===== src/rtl/sram_pkg.sv =====
// Shared definitions for the SRAM controller BIST: default widths, FSM states,
// march phase encoding and the data pattern generator.
package sram_pkg;

  localparam int DEF_ADDR_W = 18;
  localparam int DEF_DATA_W = 16;

  typedef enum logic [2:0] {
    S_IDLE,
    S_ISSUE,
    S_WAIT,
    S_NEXT,
    S_FIN
  } state_e;

  // Bit 0 selects read, bit 1 selects the inverted pattern.
  typedef enum logic [1:0] {
    PH_WR_P = 2'd0,
    PH_RD_P = 2'd1,
    PH_WR_N = 2'd2,
    PH_RD_N = 2'd3
  } phase_e;

  function automatic logic [DEF_DATA_W-1:0] pattern(
    input logic [DEF_ADDR_W-1:0] addr,
    input logic                  invert,
    input logic [DEF_DATA_W-1:0] seed
  );
    logic [DEF_DATA_W-1:0] p;
    p = addr[15:0] ^ {14'b0, addr[17:16]} ^ seed;
    return invert ? ~p : p;
  endfunction

endpackage


===== src/rtl/sram_bist_if.sv =====
// Main-system request port of the SRAM controller; the BIST drives it as master.
interface sram_bist_if
  import sram_pkg::*;
#(
  parameter int ADDR_W = DEF_ADDR_W,
  parameter int DATA_W = DEF_DATA_W
);
  logic              mem;
  logic              rw;
  logic [ADDR_W-1:0] addr;
  logic [DATA_W-1:0] data_f2s;
  logic              ready;
  logic [DATA_W-1:0] data_s2f;

  modport master (output mem, rw, addr, data_f2s, input ready, data_s2f);
  modport slave  (input mem, rw, addr, data_f2s, output ready, data_s2f);
endinterface


===== src/rtl/sram_bist_cmp.sv =====
// Read-data checker: flags a mismatch and produces the saturating error count.
module sram_bist_cmp #(
  parameter int DATA_W = 16
) (
  input  logic [DATA_W-1:0] data_s2f,
  input  logic [DATA_W-1:0] expected,
  input  logic [15:0]       err_count,
  output logic              mismatch,
  output logic [15:0]       err_next
);
  always_comb begin
    mismatch = (data_s2f != expected);
    err_next = err_count;
    if (mismatch && (err_count != 16'hFFFF)) err_next = err_count + 16'd1;
  end
endmodule


===== src/rtl/sram_bist.sv =====
// Four-phase march BIST (write P, read P, write ~P, read ~P) over an address
// window, issuing one request per op to the SRAM controller's main port.
module sram_bist
  import sram_pkg::*;
#(
  parameter int               ADDR_W     = DEF_ADDR_W,
  parameter int               DATA_W     = DEF_DATA_W,
  parameter int unsigned      ADDR_FIRST = 0,
  parameter int unsigned      ADDR_LAST  = (2 ** ADDR_W) - 1,
  parameter logic [DATA_W-1:0] SEED      = 16'hA5C3
) (
  input  logic              clk,
  input  logic              reset_n,
  input  logic              start,
  output logic              busy,
  output logic              done,
  output logic              pass,
  output logic [15:0]       err_count,
  output logic [ADDR_W-1:0] first_err_addr,
  sram_bist_if.master       bus
);

  localparam logic [ADDR_W-1:0] FIRST_A = ADDR_W'(ADDR_FIRST);
  localparam logic [ADDR_W-1:0] LAST_A  = ADDR_W'(ADDR_LAST);

  state_e            state, state_nxt;
  phase_e            phase, phase_nxt;
  logic [ADDR_W-1:0] cur_addr, addr_nxt;
  logic              op_pending;
  logic              start_ok, check_rd;
  logic              mismatch;
  logic [15:0]       err_next;
  logic [DATA_W-1:0] expected;

  assign expected = pattern(cur_addr, phase[1], SEED);

  sram_bist_cmp #(.DATA_W(DATA_W)) u_cmp (
    .data_s2f  (bus.data_s2f),
    .expected  (expected),
    .err_count (err_count),
    .mismatch  (mismatch),
    .err_next  (err_next)
  );

  // NOTE: every signal gets a default first so no path leaves one unassigned (no latches).
  always_comb begin
    state_nxt = state;
    addr_nxt  = cur_addr;
    phase_nxt = phase;
    start_ok  = 1'b0;
    check_rd  = 1'b0;
    case (state)
      S_IDLE: begin
        if (start) begin
          start_ok  = 1'b1;
          addr_nxt  = FIRST_A;
          phase_nxt = PH_WR_P;
          state_nxt = S_WAIT;
        end
      end
      S_WAIT: begin
        if (bus.ready) begin
          if (op_pending) begin
            check_rd  = phase[0];
            state_nxt = S_NEXT;
          end else begin
            state_nxt = S_ISSUE;
          end
        end
      end
      S_ISSUE: state_nxt = S_WAIT;
      S_NEXT: begin
        if (cur_addr == LAST_A) begin
          addr_nxt  = FIRST_A;
          phase_nxt = phase_e'(phase + 2'd1);
          state_nxt = (phase == PH_RD_N) ? S_FIN : S_ISSUE;
        end else begin
          addr_nxt  = cur_addr + 1'b1;
          state_nxt = S_ISSUE;
        end
      end
      S_FIN:   state_nxt = S_IDLE;
      default: state_nxt = S_IDLE;
    endcase
  end

  // NOTE: sequential state uses non-blocking assignments so all flops update together.
  always_ff @(posedge clk or negedge reset_n) begin
    if (!reset_n) begin
      state          <= S_IDLE;
      phase          <= PH_WR_P;
      cur_addr       <= FIRST_A;
      op_pending     <= 1'b0;
      bus.mem        <= 1'b0;
      bus.rw         <= 1'b1;
      bus.addr       <= FIRST_A;
      bus.data_f2s   <= '0;
      busy           <= 1'b0;
      done           <= 1'b0;
      pass           <= 1'b0;
      err_count      <= '0;
      first_err_addr <= '0;
    end else begin
      state    <= state_nxt;
      phase    <= phase_nxt;
      cur_addr <= addr_nxt;
      bus.mem  <= (state_nxt == S_ISSUE);

      // Request fields move only when a new op is launched.
      if (state_nxt == S_ISSUE) begin
        bus.rw       <= phase_nxt[0];
        bus.addr     <= addr_nxt;
        bus.data_f2s <= pattern(addr_nxt, phase_nxt[1], SEED);
        op_pending   <= 1'b1;
      end else if (start_ok || (state == S_WAIT && bus.ready)) begin
        op_pending <= 1'b0;
      end

      if (start_ok) begin
        busy           <= 1'b1;
        done           <= 1'b0;
        pass           <= 1'b0;
        err_count      <= '0;
        first_err_addr <= '0;
      end

      if (check_rd && mismatch) begin
        err_count <= err_next;
        if (err_count == 16'd0) first_err_addr <= cur_addr;
      end

      if (state == S_FIN) begin
        busy <= 1'b0;
        done <= 1'b1;
        pass <= (err_count == 16'd0);
      end
    end
  end

endmodule


===== src/flat_wrapper.sv =====
// flat-port wrapper written by rule: the top's interface ports become plain ports
module sram_bist_flat import sram_pkg::*;
#(
  parameter int               ADDR_W     = DEF_ADDR_W,
  parameter int               DATA_W     = DEF_DATA_W,
  parameter int unsigned      ADDR_FIRST = 0,
  parameter int unsigned      ADDR_LAST  = (2 ** ADDR_W) - 1,
  parameter logic [DATA_W-1:0] SEED      = 16'hA5C3
)
  (clk, reset_n, start, busy, done, pass, err_count, first_err_addr, bus_mem, bus_rw, bus_addr, bus_data_f2s, bus_ready, bus_data_s2f);
  sram_bist_if #(.ADDR_W(ADDR_W), .DATA_W(DATA_W)) bus_i ();
  input  logic clk;
  input  logic reset_n;
  input  logic start;
  output logic busy;
  output logic done;
  output logic pass;
  output logic [15:0] err_count;
  output logic [ADDR_W-1:0] first_err_addr;
  output wire logic [$bits(bus_i.mem)-1:0] bus_mem;
  output wire logic [$bits(bus_i.rw)-1:0] bus_rw;
  output wire logic [$bits(bus_i.addr)-1:0] bus_addr;
  output wire logic [$bits(bus_i.data_f2s)-1:0] bus_data_f2s;
  input wire logic [$bits(bus_i.ready)-1:0] bus_ready;
  input wire logic [$bits(bus_i.data_s2f)-1:0] bus_data_s2f;
  assign bus_mem = bus_i.mem;
  assign bus_rw = bus_i.rw;
  assign bus_addr = bus_i.addr;
  assign bus_data_f2s = bus_i.data_f2s;
  assign bus_i.ready = bus_ready;
  assign bus_i.data_s2f = bus_data_s2f;
  sram_bist #(.ADDR_W(ADDR_W), .DATA_W(DATA_W), .ADDR_FIRST(ADDR_FIRST), .ADDR_LAST(ADDR_LAST), .SEED(SEED)) u_core (.clk(clk), .reset_n(reset_n), .start(start), .busy(busy), .done(done), .pass(pass), .err_count(err_count), .first_err_addr(first_err_addr), .bus(bus_i));
endmodule

===== config.mk =====
export PLATFORM = sky130hd
export DESIGN_NAME = sram_bist_flat
export DESIGN_NICKNAME = d
export VERILOG_FILES = /design/src/rtl/sram_pkg.sv /design/src/rtl/sram_bist_if.sv /design/src/rtl/sram_bist_cmp.sv /design/src/rtl/sram_bist.sv /design/src/flat_wrapper.sv
export SDC_FILE = /design/constraint.sdc
export NUM_CORES = 1
export LEC_CHECK = 0
export ABC_AREA = 1
export CAP_MARGIN = 20
export CORE_AREA = 4 4 104 106
export DETAILED_ROUTE_END_ITERATION = 12
export DIE_AREA = 0 0 108 110
export GPL_TIMING_DRIVEN = 0
export PLACE_DENSITY = 0.95
export SYNTH_ARGS = -nofsm -noshare
export SYNTH_HDL_FRONTEND = slang
export SYNTH_HIERARCHICAL = 1
export SYNTH_SLANG_ARGS = --single-unit

===== constraint.sdc =====
create_clock -name clk -period 9.05 [get_ports clk]
set_input_delay 1.81 -clock clk [delete_from_list [all_inputs] [get_ports clk]]
set_output_delay 1.81 -clock clk [all_outputs]
set_load 0.01 [all_outputs]

==> flow_metrics.tcl, run 1 <==
set metrics [dict create \
    status "completed" \
    min_to "u_core/state[1]" \
    slew_viol_final 0 \
    first_global_vias 5245 \
    placed_cells 976 \
    holdPathStages 1 \
    grt_max_degree 63 \
    worstReg2RegEnd "u_core/err_count[4]" \
    num_rows 36 \
    fp.dieW_um 108 \
    synth_flop_cell "dfrtp_1" \
    vdd_drop_max_uv 184 \
    end_kind "flop" \
    async_flop_share 1.00 \
    cts_buffers 9 \
    critical_path.max_fanout 11 \
    clock_latency_ns 0.38 \
    required_ns 9.28 \
    clk_pin_slew_ns 0.10 \
    min_period_ns 4.09 \
    drive_above_1_share 0.0698 \
    synth_cell_type_count 38 \
    synth_warnings 6 \
    synthTopCellsByArea "dfrtp_1 43%, nand2_1 15%, inv_1 6.7%, nand3_1 6.4%, nor2_1 4.0%" \
    track_usage 0.261 \
    regArea_um2 2430 \
    r2r_start "u_core/phase[1]" \
    dr_total_vias 5353 \
    fmax_mhz 245 \
    cts_tree "built" \
    setup-tns-final_ns 0 \
    drt_iter0_drc 628 \
    drtPass1Iterations 8 \
    cts_resized 0 \
    ff2ff_setup_slack_ns 5.22 \
    arrival_ns 4.32 \
    io_buffers 92 \
    fin_crit_sh 0.452 \
    hold_start "u_core/state[2]" \
    post_cts_buffers 0 \
    initial_utilization 0.572 \
    worst_setup_path_start_kind "input pin" \
    r2r_cells 14 \
    antenna_found_initial 0 \
    synth_top_area_share 0.430 \
    num_io_pins 93 \
    ant_nets 0 \
    final-setup-viol-count 0 \
    wire_per_inst_um 14.9 \
    drc 0 \
    vias_per_cell 5.40 \
    synth_edf_count 0 \
    fin_skew_ns 0.0165 \
    n_antenna_cell 0 \
    nNetsFinal 877 \
    clockBufferDepth 2 \
    multi_input_area_um2 2570 \
    dp_hpwl_um 11000 \
    synth-seq-area-share 0.435 \
    max-slew-margin-rel 0.539 \
    grt_pass1_wl_um 24700 \
    cts.sink_count 97 \
    nFillCells 736 \
    drv_cap 0 \
    chipHeight_um 110 \
    crit_type "in2reg" \
    grt_overflow 0 \
    ys_seq_elements 97 \
    syn2layout_area_growth_pct 23.5 \
    leakage_uw 0.00332 \
    synth_nets 773 \
    htree_num_levels 3 \
    routed_wl_um 14800 \
    place_congestion 0.936 \
    hold_class "reg2reg" \
    root_buffer "clkbuf_8" \
    finalHoldViolCount 0 \
    stdcell_count 992 \
    p_per_area_nw_per_um2 190 \
    cts_hold_buf 0 \
    core_area_um2 9770 \
    rsz0062_at_grt "no" \
    synth_area_um2 5590 \
    worstMarginPinSlew_ns 0.692 \
    synth_cells 750 \
    die_area_um2 11900 \
    avgSynthCellArea_um2 7.45 \
    yosysTopAreaCell "dfrtp_1" \
]
-- per-layer routing --
layer,wire (um),global-route usage,up-vias
met5,0,0,-
met2,6700,0.413,245
li1,-,-,2567
met4,304,0.0848,0
met1,6450,0.352,2502
met3,1320,0.0699,39
-- worst max path at each step --
stage / cells past startpoint / slack [ns] / end / from
2_1_floorplan: 14 / 5.60 / u_core/first_err_addr[5] / bus_data_s2f[9]
3_3_place_gp: 1 / 2.64 / u_core/cur_addr[13] / reset_n
3_5_place_dp: 12 / 4.64 / u_core/err_count[4] / bus_data_s2f[12]
4_1_cts: 12 / 5.03 / u_core/err_count[9] / bus_data_s2f[12]
5_1_grt: 12 / 4.73 / u_core/err_count[13] / bus_data_s2f[12]
6_report: 12 / 4.96 / u_core/err_count[4] / bus_data_s2f[12]
-- report_power, final --
part / total (uW) / internal [uW] / switching [uW]
Combinational: 469 / 203 / 266
Sequential: 554 / 504 / 50.6
Clock: 285 / 110 / 175
-- cells by family after synthesis --
kind of cell    count (synthesis)  synth area share
compound gates                 75            0.0723
simple gates                  393             0.309
flops                          97             0.435
buf+inv                       136             0.105
fa+ha+maj                       3           0.00672
xor+xnor                       46            0.0721
-- worst max-delay path, stage by stage --
cell	delay (ns)
clkdlybuf4s50_1	0.48
nor2_1	0.04
nor2_1	0.10
nor2_1	0.05
nand2_1	0.09
nor2_1	0.06
nand2_2	0.22
buf_4	0.24
nand4_1	0.35
nand2_1	0.31
clkbuf_1	0.42
o22ai_1	0.14
-- synth_stat cells (2+ instances only) --
library cell	n
a21oi_1	5
a31oi_1	3
buf_1	2
buf_2	6
buf_4	2
buf_6	5
buf_8	2
clkbuf_1	9
clkbuf_2	2
clkinv_1	2
dfrtp_1	96
ha_1	3
inv_1	100
inv_2	6
nand2_1	220
nand2_2	6
nand2_4	2
nand3_1	72
nand3b_1	3
nand4_1	15
nor2_1	60
nor2_2	3
nor2_4	2
nor3_1	4
o21ai_0	32
o21ai_1	17
o22ai_1	16
xnor2_1	22
xor2_1	24
-- cell usage in the layout, fill, tap and decap left out, types with 6 or more instances in the layout --
cell / count
nand4_1: 15
buf_2: 6
inv_1: 100
nor2_1: 60
clkbuf_1: 9
nand2_1: 220
o21ai_0: 32
clkbuf_8: 9
nand3_1: 72
xnor2_1: 22
xor2_1: 24
o22ai_1: 16
clkdlybuf4s50_1: 91
dfrtp_1: 96
nand2_2: 6
inv_2: 6
o21ai_1: 17
-- area by class of cell --
cell class	instances	area share
multi-input combinational	517	0.372
clock buffer	9	0.0179
timing repair buffer	93	0.137
sequential	97	0.352
buffer	28	0.0265
inverter	108	0.0587
tap	133	0.0241
clock inverter	7	0.0114
-- stage by stage --
step	instance area [um^2]	total power, uW	util	hold slack (ns)	worst slack [ns]
CTS	6900	1310	0.706	0.457	5.03
finish	6900	1310	0.706	0.454	4.96
global route	6900	1390	0.706	0.500	4.73
global placement	6680	1000	0.683	0.432	2.64
detailed placement	6700	1020	0.685	0.435	4.64
floorplan	5590	808	-	0.424	5.60
-- registers in the layout, indices dropped and copies added, names as in the netlist, 2 cells and up --
| signal | cells |
|---|---|
| u_core/bus.addr | 18 |
| u_core/cur_addr | 18 |
| u_core/first_err_addr | 18 |
| u_core/bus.data_f2s | 16 |
| u_core/err_count | 16 |
| u_core/state | 3 |
| u_core/phase | 2 |
(Power assumes the default switching activity.)
==> run 2: changes to the inputs <==
--- a/config.mk
+++ b/config.mk
@@ -7,11 +7,11 @@
 export LEC_CHECK = 0
 export ABC_AREA = 1
 export CAP_MARGIN = 20
-export CORE_AREA = 4 4 104 106
+export CORE_AREA = 4 4 107 109
 export DETAILED_ROUTE_END_ITERATION = 12
-export DIE_AREA = 0 0 108 110
+export DIE_AREA = 0 0 111 113
 export GPL_TIMING_DRIVEN = 0
-export PLACE_DENSITY = 0.95
+export PLACE_DENSITY = 0.91
 export SYNTH_ARGS = -nofsm -noshare
 export SYNTH_HDL_FRONTEND = slang
 export SYNTH_HIERARCHICAL = 1
==> constraint.sdc (replaced) <==
create_clock -name clk -period 4 [get_ports clk]
set_input_delay 0.8 -clock clk [delete_from_list [all_inputs] [get_ports clk]]
set_output_delay 0.8 -clock clk [all_outputs]
set_load 0.01 [all_outputs]
==> flow_metrics.tcl, run 2 (same netlist as run 1, synthesis figures left out) <==
set metrics [dict create \
    grt_pass1_wl_um 24800 \
    final_common_cell "nand2_1" \
    reg_top3 "u_core/bus.addr (18), u_core/cur_addr (18), u_core/first_err_addr (18)" \
    max_stage_delay_ns 0.46 \
    grt_max_degree 66 \
    final-setup-viol-count 0 \
    leakage_uw 0.00332 \
    num_rows 38 \
    setup-tns-final_ns 0 \
    path_cells "clkbuf_1 -> clkbuf_2 -> xor2_1 -> nor2_1 -> nor2_1 -> nor2_1 -> nand2_1 -> nor2_1 -> nand2_2 -> buf_4 -> nand4_1 -> nand2_1 -> clkbuf_1 -> o22ai_1" \
    critical_path.most_common_cell "nor2_1" \
    switching_power_uw 1080 \
    grt_overflow 0 \
    rsz0062_at_grt "no" \
    chipHeight_um 113 \
    cts.sink_count 97 \
    stdcell_count 999 \
    drc 0 \
    crit_type "reg2reg" \
    clkPwrFrac 0.227 \
    track_usage 0.241 \
    status "completed" \
    clk_pin_slew_ns 0.11 \
    drive_above_1_share 0.0710 \
    nFillCells 866 \
    clockBufferDepth 2 \
    dp_slack_ns 0.236 \
    multi_input_area_um2 2570 \
    regArea_um2 2430 \
    cts_buffers 9 \
    post_cts_buffers 0 \
    swShare 0.362 \
    place_congestion 0.964 \
    finalHoldViolCount 0 \
    worst_setup_path_start_kind "flop" \
    crit_buf_inv 4 \
    cts_tree "built" \
    seqPwrFrac 0.421 \
    cts_hold_buf 0 \
    ant_nets 0 \
    finalPower_uw 2980 \
    fmax_mhz 270 \
    core_area_um2 10600 \
    slowest_stage "clkbuf_1" \
    worstMarginPinSlew_ns 0.584 \
    end_kind "flop" \
    critical_path.max_fanout 11 \
    n_antenna_cell 0 \
    placed_cells 983 \
    antenna_found_initial 0 \
    nNetsFinal 877 \
    slew_viol_final 0 \
    initial_utilization 0.527 \
    num_io_pins 93 \
    fin_crit_sh 0.927 \
    vias_per_cell 5.38 \
    syn2layout_area_growth_pct 23.8 \
    first_global_vias 5163 \
    dr_total_vias 5370 \
    fp.dieW_um 111 \
    p_per_area_nw_per_um2 430 \
    clock_latency_ns 0.38 \
    arrival_ns 3.93 \
    timing.hold.ws_ns 0.356 \
    cts_resized 0 \
    vdd_drop_max_uv 393 \
    max-slew-margin-rel 0.606 \
    io_buffers 92 \
    dp_hpwl_um 11000 \
    hold_class "in2async" \
    root_buffer "clkbuf_8" \
    most-common-layout-cells "220 x nand2_1, 100 x inv_1, 96 x dfrtp_1" \
    fin_skew_ns 0.0170 \
    setup_slack_ns 0.291 \
    die_area_um2 12500 \
    wire_per_inst_um 14.8 \
    drv_cap 0 \
    drt_iter0_drc 573 \
    routed_wl_um 14800 \
    combPwrFrac 0.352 \
    min_period_ns 3.71 \
    cp_top_family "buffers and inverters" \
    p_int_uw 1900 \
    htree_num_levels 3 \
    required_ns 4.22 \
    drtPass1Iterations 5 \
]
-- run 2: cell types whose count changed in the layout (fill, tap and decap cells not counted), sizes merged --
| cell | previous run | this run |
|---|---|---|
| clkbuf | 20 | 21 |
| inv | 110 | 109 |
| clkinvlp | 0 | 1 |
| buf | 19 | 18 |
| bufinv | 0 | 1 |
| clkinv | 5 | 4 |
-- run 2: area by class of cell --
class                      instances  share of cell area
timing repair buffer              93               0.137
clock inverter                     7              0.0121
tap                              140              0.0253
sequential                        97               0.351
buffer                            28              0.0266
clock buffer                       9              0.0179
inverter                         108              0.0586
multi-input combinational        517               0.372
-- run 2: through the flow --
stage	utilization	cell area [um^2]
after floorplan	-	5590
after global placement	0.630	6680
after detailed placement	0.633	6710
after CTS	0.652	6920
after global routing	0.652	6920
final	0.652	6920
-- run 2: per-layer routing --
metal	wire length, um	track usage	vias to the layer above
met5	0	0	-
met1	6470	0.320	2483
met4	444	0.0895	0
li1	-	-	2572
met2	6960	0.396	270
met3	960	0.0455	45
-- run 2: power by group through the flow --
| stage | Clock [uW] | Sequential, uW | Combinational, uW |
|---|---|---|---|
| after floorplan | 0 | 1310 | 520 |
| after global placement | 0 | 1260 | 1010 |
| after detailed placement | 0 | 1260 | 1040 |
| after CTS | 692 | 1250 | 1050 |
| after global routing | 741 | 1270 | 1160 |
| final | 677 | 1250 | 1050 |
-- run 2: worst paths after layout --
check,startpoint,end,slack (ns),cells past startpoint
worst max register to register,u_core/phase[1],u_core/err_count[14],0.29,14
min in group clk,u_core/state[2],u_core/state[1],0.45,1
worst max-delay path,u_core/phase[1],u_core/err_count[14],0.29,14
worst min-delay path,reset_n,u_core/err_count[7],0.36,1
max in group asynchronous,reset_n,u_core/bus.rw,2.94,2
worst min register to register,u_core/state[2],u_core/state[1],0.45,1
